File: config.mk
export PLATFORM = sky130hd
export DESIGN_NAME = sobel_grad_sink
export DESIGN_NICKNAME = d
export VERILOG_FILES = /design/src/rtl/sobel_pkg.sv /design/src/rtl/sobel_grad_sink_skid.sv /design/src/rtl/sobel_grad_sink.sv
export SDC_FILE = /design/constraint.sdc
export NUM_CORES = 1
export LEC_CHECK = 0
export ABC_CLOCK_PERIOD_IN_PS = 2700
export BUFFER_PORTS_ARGS = -buffer_cell sky130_fd_sc_hd__buf_2
export CORE_MARGIN = 2
export CORE_UTILIZATION = 40
export DETAILED_ROUTE_END_ITERATION = 6
export SLEW_MARGIN = 40
export SYNTH_ARGS = -nofsm -noshare
export SYNTH_HDL_FRONTEND = slang
export SYNTH_SLANG_ARGS = --single-unit
File: constraint.sdc
create_clock -name clk -period 2.7 [get_ports clk]
set_input_delay 0.405 -clock clk [delete_from_list [all_inputs] [get_ports clk]]
set_output_delay 0.405 -clock clk [all_outputs]
set_load 0.02 [all_outputs]
File: src/rtl/sobel_pkg.sv
`default_nettype none
// ============================================================================
// Module   : sobel_pkg
// Purpose  : Shared constants, field positions, FSM encoding and the magnitude
//            saturation helper for the Sobel gradient stream sink.
// Revision : 1.0 - initial release
// ============================================================================
package sobel_pkg;

    // Default frame geometry; the sink recomputes its own total from its
    // IMG_WIDTH / IMG_HEIGHT parameters.
    localparam int DEF_IMG_WIDTH  = 128;
    localparam int DEF_IMG_HEIGHT = 128;
    localparam int TOTAL_PIXELS   = DEF_IMG_WIDTH * DEF_IMG_HEIGHT;

    // Stream beat layout: {dir[2:0], mag[11:0]}
    localparam int DIR_MSB = 14;
    localparam int DIR_LSB = 12;
    localparam int MAG_MSB = 11;

    // Result word layout: {dir[2:0], mag_sat[7:0]}
    localparam int WDATA_W = 11;

    localparam logic [7:0] MAG_SAT = 8'd255;

    typedef enum logic [1:0] {
        ST_IDLE  = 2'd0,
        ST_RECV  = 2'd1,
        ST_DRAIN = 2'd2
    } sink_state_t;

    // Clamp a 12-bit magnitude into 8 bits.
    function automatic logic [7:0] sat_mag(input logic [MAG_MSB:0] mag);
        return (mag > 12'd255) ? MAG_SAT : mag[7:0];
    endfunction

endpackage
`default_nettype wire

File: src/rtl/sobel_grad_sink_skid.sv
`default_nettype none
// ============================================================================
// Module   : stream_skid_buffer
// Purpose  : Two-entry valid/ready buffer. Accepts one word per cycle while
//            not full and presents the oldest word on the output; output data
//            is held stable until consumed.
// Ports    : clk, rst        - clock, synchronous active-high reset
//            in_valid/ready  - upstream handshake, in_data payload
//            out_valid/ready - downstream handshake, out_data payload
// Revision : 1.0 - initial release
// ============================================================================
module stream_skid_buffer #(
    parameter int WIDTH = 16
) (
    input  logic             clk,
    input  logic             rst,
    input  logic             in_valid,
    output logic             in_ready,
    input  logic [WIDTH-1:0] in_data,
    output logic             out_valid,
    input  logic             out_ready,
    output logic [WIDTH-1:0] out_data
);

    logic [WIDTH-1:0] r_slot [2];
    logic             r_wptr;
    logic             r_rptr;
    logic [1:0]       r_count;
    logic             w_push;
    logic             w_pop;

    // Ready depends only on registered occupancy, so a word pushed this cycle
    // is visible on the output next cycle and a full buffer stalls upstream.
    assign in_ready  = (r_count != 2'd2);
    assign out_valid = (r_count != 2'd0);
    assign out_data  = r_slot[r_rptr];
    assign w_push    = in_valid && in_ready;
    assign w_pop     = out_valid && out_ready;

    always_ff @(posedge clk) begin
        if (rst) begin
            r_slot[0] <= '0;
            r_slot[1] <= '0;
            r_wptr    <= 1'b0;
            r_rptr    <= 1'b0;
            r_count   <= 2'd0;
        end else begin
            if (w_push) begin
                r_slot[r_wptr] <= in_data;
                r_wptr         <= ~r_wptr;
            end
            if (w_pop) begin
                r_rptr <= ~r_rptr;
            end
            case ({w_push, w_pop})
                2'b10:   r_count <= r_count + 2'd1;
                2'b01:   r_count <= r_count - 2'd1;
                default: r_count <= r_count;
            endcase
        end
    end

endmodule
`default_nettype wire

File: src/rtl/sobel_grad_sink.sv
`default_nettype none
// ============================================================================
// Module   : sobel_grad_sink
// Purpose  : Receives {dir, mag} Sobel beats, checks frame length against
//            IMG_WIDTH*IMG_HEIGHT, saturates magnitude to 8 bits and writes
//            {dir, mag_sat} into a raster-ordered memory through a stallable
//            write port. Reports frame completion and framing errors.
// Ports    : clk, rst                    - clock, synchronous active-high reset
//            start                       - arm one frame (ignored while busy)
//            s_axis_tdata/tvalid/tready/tlast - input stream
//            mem_we/addr/wdata, mem_ready - result memory write port
//            busy, frame_done            - frame status
//            err_early_last, err_missing_last - sticky framing errors
//            hist_sel, hist_count        - per-direction write histogram
// Config   : SOBEL_SINK_HIST_EN - enables the 8-bin direction histogram;
//            when undefined hist_count reads 0.
// Revision : 1.0 - initial release
// ============================================================================
module sobel_grad_sink
    import sobel_pkg::*;
#(
    parameter int IMG_WIDTH  = 128,
    parameter int IMG_HEIGHT = 128,
    parameter int ADDR_WIDTH = 14
) (
    input  logic                  clk,
    input  logic                  rst,
    input  logic                  start,
    input  logic [14:0]           s_axis_tdata,
    input  logic                  s_axis_tvalid,
    output logic                  s_axis_tready,
    input  logic                  s_axis_tlast,
    output logic                  mem_we,
    output logic [ADDR_WIDTH-1:0] mem_addr,
    output logic [10:0]           mem_wdata,
    input  logic                  mem_ready,
    output logic                  busy,
    output logic                  frame_done,
    output logic                  err_early_last,
    output logic                  err_missing_last,
    input  logic [2:0]            hist_sel,
    output logic [ADDR_WIDTH:0]   hist_count
);

    localparam int                    TOTAL    = IMG_WIDTH * IMG_HEIGHT;
    localparam logic [ADDR_WIDTH-1:0] LAST_IDX = ADDR_WIDTH'(TOTAL - 1);
    // Skid entry: {final, addr, dir, mag_sat}
    localparam int                    ENTRY_W  = 1 + ADDR_WIDTH + WDATA_W;

    sink_state_t           r_state;
    logic [ADDR_WIDTH-1:0] r_idx;
    logic                  r_busy;
    logic                  r_frame_done;
    logic                  r_err_early;
    logic                  r_err_missing;

    logic                  w_skid_in_ready;
    logic                  w_out_valid;
    logic [ENTRY_W-1:0]    w_out_data;
    logic [ENTRY_W-1:0]    w_in_data;
    logic                  w_accept;
    logic                  w_at_last;
    logic                  w_final;
    logic                  w_write;
    logic                  w_out_final;
    logic                  w_start_ok;

    assign s_axis_tready = (r_state == ST_RECV) && w_skid_in_ready;
    assign w_accept      = s_axis_tvalid && s_axis_tready;
    assign w_at_last     = (r_idx == LAST_IDX);
    // The frame ends at whichever comes first: tlast or the last raster index.
    assign w_final       = s_axis_tlast || w_at_last;
    assign w_in_data     = {w_final, r_idx, s_axis_tdata[DIR_MSB:DIR_LSB],
                            sat_mag(s_axis_tdata[MAG_MSB:0])};

    // A start coinciding with the frame_done pulse is dropped even though
    // the FSM is already back in IDLE.
    assign w_start_ok    = (r_state == ST_IDLE) && start && !r_frame_done;

    stream_skid_buffer #(
        .WIDTH (ENTRY_W)
    ) u_skid (
        .clk       (clk),
        .rst       (rst),
        .in_valid  (s_axis_tvalid && (r_state == ST_RECV)),
        .in_ready  (w_skid_in_ready),
        .in_data   (w_in_data),
        .out_valid (w_out_valid),
        .out_ready (mem_ready),
        .out_data  (w_out_data)
    );

    assign mem_we      = w_out_valid;
    assign mem_addr    = w_out_data[ENTRY_W-2:WDATA_W];
    assign mem_wdata   = w_out_data[WDATA_W-1:0];
    assign w_out_final = w_out_data[ENTRY_W-1];
    assign w_write     = mem_we && mem_ready;

    assign busy             = r_busy;
    assign frame_done       = r_frame_done;
    assign err_early_last   = r_err_early;
    assign err_missing_last = r_err_missing;

    always_ff @(posedge clk) begin
        if (rst) begin
            r_state       <= ST_IDLE;
            r_idx         <= '0;
            r_busy        <= 1'b0;
            r_frame_done  <= 1'b0;
            r_err_early   <= 1'b0;
            r_err_missing <= 1'b0;
        end else begin
            r_frame_done <= 1'b0;
            case (r_state)
                ST_IDLE: begin
                    if (w_start_ok) begin
                        r_state       <= ST_RECV;
                        r_busy        <= 1'b1;
                        r_idx         <= '0;
                        r_err_early   <= 1'b0;
                        r_err_missing <= 1'b0;
                    end
                end
                ST_RECV: begin
                    if (w_accept) begin
                        if (s_axis_tlast && !w_at_last) begin
                            r_err_early <= 1'b1;
                        end
                        if (w_at_last && !s_axis_tlast) begin
                            r_err_missing <= 1'b1;
                        end
                        if (w_final) begin
                            r_state <= ST_DRAIN;
                        end else begin
                            r_idx <= r_idx + 1'b1;
                        end
                    end
                end
                ST_DRAIN: begin
                    // The final entry is the last one in the buffer, so its
                    // write handshake also means the buffer is now empty.
                    if (w_write && w_out_final) begin
                        r_state      <= ST_IDLE;
                        r_busy       <= 1'b0;
                        r_frame_done <= 1'b1;
                    end
                end
                default: begin
                    r_state <= ST_IDLE;
                end
            endcase
        end
    end

`ifdef SOBEL_SINK_HIST_EN
    logic [ADDR_WIDTH:0] r_hist [8];
    logic [ADDR_WIDTH:0] r_hist_count;

    always_ff @(posedge clk) begin
        if (rst || w_start_ok) begin
            for (int b = 0; b < 8; b++) begin
                r_hist[b] <= '0;
            end
        end else if (w_write) begin
            r_hist[mem_wdata[10:8]] <= r_hist[mem_wdata[10:8]] + 1'b1;
        end
        if (rst) begin
            r_hist_count <= '0;
        end else begin
            r_hist_count <= r_hist[hist_sel];
        end
    end

    assign hist_count = r_hist_count;
`else
    logic w_unused_hist_sel;

    assign w_unused_hist_sel = ^hist_sel;
    assign hist_count        = '0;
`endif

endmodule
`default_nettype wire

Word level (Yosys, flattened, before mapping)
Memory sizes are Yosys's and may differ from the RTL's. A register that Yosys moved wholly into a read port is not among the register bits.
Index checks and enable logic that the tools add are counted.
Cells by class
  multiplexer cells: 32
  bitwise operators: 3
  equality and inequality tests: 13
  shift operators: 0
  divide/modulo/power cells: 0
  reduce and logical (&&, ||, !) cells: 26
  multiply operators: 0
  $add $sub $neg: 3
  $lt $le $gt $ge: 1
Operator list (number)
  $mux W14: 3
  $pmux W14 S2: 1
  $mux W26: 1
  $reduce_or A26 Y1: 1
  $mux W1: 17
  $reduce_and A4 Y1: 4
  $add A14 B1 Y14 const B: 1
  $eq A14 B14 Y1 const B: 1
  $gt A12 B8 Y1 const B: 1
  $ne A2 B2 Y1 const B: 6
  $logic_and A1 B1 Y1: 10
  $mux W2: 4
  $mux W8: 1
  $reduce_bool A2 Y1: 4
  $pmux W1 S2: 3
  $pmux W2 S3: 1
  $eq A2 B1 Y1 const B: 2
  $eq A2 B2 Y1 const B: 2
  $ne A2 B1 Y1 const B: 2
  $pmux W2 S2: 1
  $logic_not A1 Y1: 3
  $not A1 Y1: 3
  $reduce_and A3 Y1: 1
  $add A2 B1 Y2 const B: 1
  4 further kinds: 4
Storage, ports and cells
  bits in read-only memories: 0
  RAM bits: 52
  output and inout bits: 46
  logic and storage cells: 88
  register bits after elaboration: 24
  latch bits: 0
  memories kept: 1
Memories
  u_skid.r_slot: words 2, width 26, read ports 1, clocked after memory_dff 1, wr ports 2, RTL line sobel_grad_sink_skid.sv:25  | logic [WIDTH-1:0] r_slot [2];

Longest topological paths before layout
  depth after elaboration: 8
  mapped depth: 8
  mapped depth without buffers: 7

Cells and area by module
A second synthesis with hierarchy kept.
Unflattened totals
  cells, all modules: 343
  area, all modules: 3813.7 um^2
Modules (own cells, without submodules)
  stream_skid_buffer: cells an instance 192, area an instance 2546.2 um^2, instances 1
  sobel_grad_sink: cells an instance 151, area an instance 1267.5 um^2, instances 1

Least setup slack after synthesis
OpenSTA, ideal clock, no wires.
  path type: reg-to-reg
  start point: register r_state[1]
  end point: memory u_skid.r_slot[0][0] in the netlist's numbering, enable pin
  setup time: 415 ps
  required time: 2285 ps
  slack: 158 ps
  buffers on the path: 1
  arrival: 2127 ps
  stages on the path, launching flop included: 6
  clock period less this slack: 2542 ps
  cells stage by stage: dfxtp_1 -> and2b_1 -> and3_1 -> buf_2 -> inv_2 -> o21bai_1
RTL lines
  start: declaration: RTL line sobel_grad_sink.sv:50  | sink_state_t r_state;
  start signal: assignment: RTL line sobel_grad_sink.sv:106  | r_state <= ST_IDLE;
  start signal: assignment: RTL line sobel_grad_sink.sv:117  | r_state <= ST_RECV;
  start signal: assignment: RTL line sobel_grad_sink.sv:133  | r_state <= ST_DRAIN;
  end: declaration: RTL line sobel_grad_sink_skid.sv:25

Final worst setup path
  start point: register r_idx[0]
  end point: register r_idx[10]
On the way
  longest elaborated chain between the ends: 4
  elaborated cells on any way between the ends: 8
  those cells by class: 1 x add/sub; 2 x eq/ne; 3 x mux; 2 x reduce/logical
RTL lines
  start: declaration: RTL line sobel_grad_sink.sv:51  | logic [ADDR_WIDTH-1:0] r_idx;
  start signal: assignment: RTL line sobel_grad_sink.sv:135  | r_idx <= r_idx + 1'b1;
  $add A14 B1 Y14 / $eq A14 B14 Y1 (equally long branches): RTL line sobel_grad_sink.sv:135, sobel_grad_sink.sv:70
  $mux W14 / $logic_or A1 B1 Y1 (equally long branches): RTL line sobel_grad_sink.sv:132, sobel_grad_sink.sv:72
  $mux W14 / $ne A2 B2 Y1 (equally long branches)
  $pmux W14 S2 / $reduce_and A4 Y1 (equally long branches)
Several ways; a longest one is shown, not always the timed one. The select of a mux whose other input is x is not followed.
A chain may end at the register's enable or synchronous reset.

==> metrics.md <==
| Metric | Value |
|---|---|
| Number of max-slew violations in the final report | `0` |
| Async set-or-reset flop fraction in the synthesized netlist | `0` |
| Slew headroom | `0.543` |
| Antenna violations before repair | `0` |
| Synth Area in Simple Gates | `0.218` |
| Number of buffers created by CTS | `9` |
| # nets final | `399` |
| Sequential Area | `2060 µm²` |
| Total congestion overflow after global routing | `0` |
| CTS tree | `built` |
| Global-route wire length before repair | `between 10 and 15 mm` |
| Metal2 WL | `about 3.4 mm` |
| Cell taking the most area after synthesis | `edfxtp_1` |
| Buffer count from post-CTS setup fixing | `0` |
| Min-delay worst type | `in2reg` |
| Outcome | `finished clean` |
| Post-Route Skew | `0.00931 ns` |
| Post-detailed-route count of antenna-violating nets | `0` |
| Cells taking the most area after synthesis | `edfxtp_1 (42%), dfxtp_1 (13%), mux2_2 (7.9%)` |
| Flops & latches, synth | `77` |
| Initial standard-cell utilization of the core | `0.407` |
| Total routed wirelength | `7.27 mm` |
| Xor/xnor share of the synthesized area | `0.00940` |
| Max Cap Viol | `0` |
| Number of standard cells after synthesis | `324` |
| Warning count from the yosys run | `0` |
| Clock-pin transition on the worst setup and hold timing paths | `0.09 ns` |
| Pwr dens | `622 nW/µm²` |
| Largest family of logic cells by synthesized area | `simple AND/OR/NAND/NOR gates` |
| Core box area | `9150 µm²` |
| Worst path bufs/invs | `0` |
| DIE WIDTH | `101 µm` |
| Highest attainable clock frequency | `451 MHz` |
| Share of the synthesized area in compound gates (AO/OA/AOI/OAI) | `0.0759` |
| Buffer type at the clock tree root | `clkbuf_8` |
| Max rail drop VDD | `265 µV` |
| Buffers from clock root to sink, at most | `2` |
| Wire length on met3 | `271 µm` |
| Hold Fails Final Rpt | `0` |
| Largest incremental delay on the critical path | `about 0.60 ns` |
| Ant diodes | `0` |
| Finished Layout Cells | `489` |
| Row Count | `35` |
| Count of distinct cell types in the synthesized netlist | `54` |
| Area growth from synthesis to final layout | `13.0%` |
| CP startpoint kind | `flip-flop` |
| Final design area excluding fillers | `roughly 4200 µm²` |
| Number of DRC markers in iteration 0 | `159` |
| Critical path type | `reg2reg` |
| # fillers | `852` |
| Overall via count from detail_route | `2546` |
| TritonCTS sink count | `77` |
| Global-route usage over all layers | `0.152` |
| Total leakage power | `1.64 nW` |
| Adder-Cell Fraction of Synth Area | `0.00672` |
| Portion of synthesized cell area occupied by the leading cell type | `0.419` |
| Area of combinational cells with multiple inputs | `1510 µm²` |
| Post-Place Cells | `473` |
| Half-perimeter wire length after detailed placement | `4.63 mm` |
| Worst-Skew Late Latency | `between 0.3 and 0.4 ns` |
| Placer Congestion | `between 0.8 and 0.9` |
| Largest net degree at the start of global routing | `32` |
| Final-layout setup total negative slack | `0 ns` |
| Kind of cell adding the most delay to the critical path | `simple AND/OR/NAND/NOR gates` |
| Slowest cell on the critical path | `nor4_4` |
| Average cell area after synthesis | `roughly 12 µm²` |
| Worst Path Required | `2.95 ns` |
| Primary FF master, synth | `edfxtp_1` |
| Count of final setup violators | `0` |
| TritonRoute pass-1 iters | `4` |
| DRC violations left | `0` |
| Number of hold buffers added after CTS | `0` |
| Tightest Pin Transition | `0.681 ns` |
| Detail-routed via count per cell | `5.21` |
| Critical path, cell by cell | `ha_1 > nand3_2 > nor4_4 > o21ai_0 > a311oi_1` |
| Instance area at placement | `4040 µm²` |
| Number of buffers inserted by port buffering | `51` |
| WL met1 | `3.52 mm` |
| Area of the mapped netlist | `3730 µm²` |
| Top routing layer used | `met4` |
| Mean routed wirelength per cell | `14.9 µm` |
| Time the worst path needs with I/O delays and setup | `2.22 ns` |
| H-Tree Depth | `3` |
| Io pins | `70` |
| Arrival time at the worst endpoint | `between 2 and 2.5 ns` |
| Resized Gates After CTS | `0` |
| Post-route clock period utilization | `0.821` |
| Share of synthesized area occupied by flip-flops and latches | `0.553` |
| Maximum fanout count along the critical path | `9` |
| Ratio of cells with drive above 1 in the final layout | `0.310` |
| Floorplan die area | `10100 µm²` |
| Vertical extent of the die | `101 µm` |
| Number of synthesized flops with an enable pin | `52` |
| Via count of the first global-routing pass | `2417` |
| CP endpoint kind | `flip-flop` |
| Unrepaired setup endpoints after global routing | `no` |
| Multiplexer share of the synthesized area | `0.0786` |
[synthesized netlist by cell type (all sizes together), types with 5 or more instances]
cell type and number:
edfxtp 52, and2 35, nor2 35, mux2 26, dfxtp 25, buf 23, clkbuf 12, nand3 12
o211ai 11, a21oi 10, a31oi 9, nand2 9, or3 6, nand2b 5, nand4 5, nor3 5
[path summary, 6_finish.rpt]
check	to	slack [ns]	cells past startpoint	from
max reg2reg	r_idx[10]	0.48	5	r_idx[0]
min reg2reg	busy	0.50	2	busy
min	u_skid.r_slot[0][10]	0.35	2	s_axis_tdata[14]
max	r_idx[10]	0.48	5	r_idx[0]
[registers in the layout, indices dropped and copies added, names as in the netlist, 2 cells and up, named ones only]
name / cells
r_idx: 14
u_skid.r_slot: 52
u_skid.r_count: 2
r_state: 2
[cell type report]
cell class,instances,area share
Sequential cell,77,0.490
Multi-Input combinational cell,225,0.358
Timing Repair Buffer,59,0.0778
Tap cell,111,0.0330
Clock buffer,10,0.0303
Clock inverter,6,0.0107
Inverter,1,0.000891
[per-layer routing]
metal / global-route usage / vias to the layer above
met5: 0 / -
met4: 0.0632 / 0
met3: 0.0250 / 8
met2: 0.238 / 65
met1: 0.211 / 1220
li1: - / 1253
[kinds of logic (layout without fill, tap and decap cells)]
kind of cell / Yosys count / in the layout
AND/OR/NAND/NOR: 136 / 136
flip-flops: 77 / 77
AO/OA/AOI/OAI: 42 / 42
buffers and inverters: 36 / 76
multiplexers: 26 / 26
XOR/XNOR: 4 / 4
adder cells (fa/ha/maj): 2 / 2
other: 1 / 15
[power breakdown]
| group | switching [mW] | leakage [nW] | internal, mW | total, mW |
|---|---|---|---|---|
| registers | 0.0294 | 0.744 | 1.32 | 1.35 |
| clock network | 0.438 | 0.0793 | 0.339 | 0.777 |
| logic | 0.299 | 0.813 | 0.194 | 0.493 |
| total | 0.767 | 1.64 | 1.85 | 2.62 |
[through the flow]
stage          power [mW]  hold WS, ns  utilization  setup slack, ns
6_report             2.62        0.347        0.460            0.484
3_5_place_dp         1.88        0.499        0.441            0.537
4_1_cts              2.65        0.333        0.460            0.519
5_1_grt              2.74        0.342        0.460            0.323
2_1_floorplan        1.75        0.481            -            0.158
3_3_place_gp         1.87        0.493        0.441            0.571
[placed cells by master (no fill, tap or decap), types with 3 or more instances in the layout]
cell / n
edfxtp_1: 52
nand4_1: 4
or4_1: 3
dfxtp_1: 25
nand3_1: 11
buf_2: 51
nor3_1: 3
or3_1: 5
conb_1: 15
clkinvlp_4: 3
nor2_1: 35
nand2_1: 9
xnor2_1: 3
a31oi_1: 9
a311oi_1: 4
buf_4: 7
a21oi_1: 9
nand2b_1: 5
clkbuf_8: 9
o21ai_0: 3
and2_1: 33
nor4_1: 3
o211ai_1: 11
mux2_2: 26
Note: power is estimated with default switching activity, not from simulation.
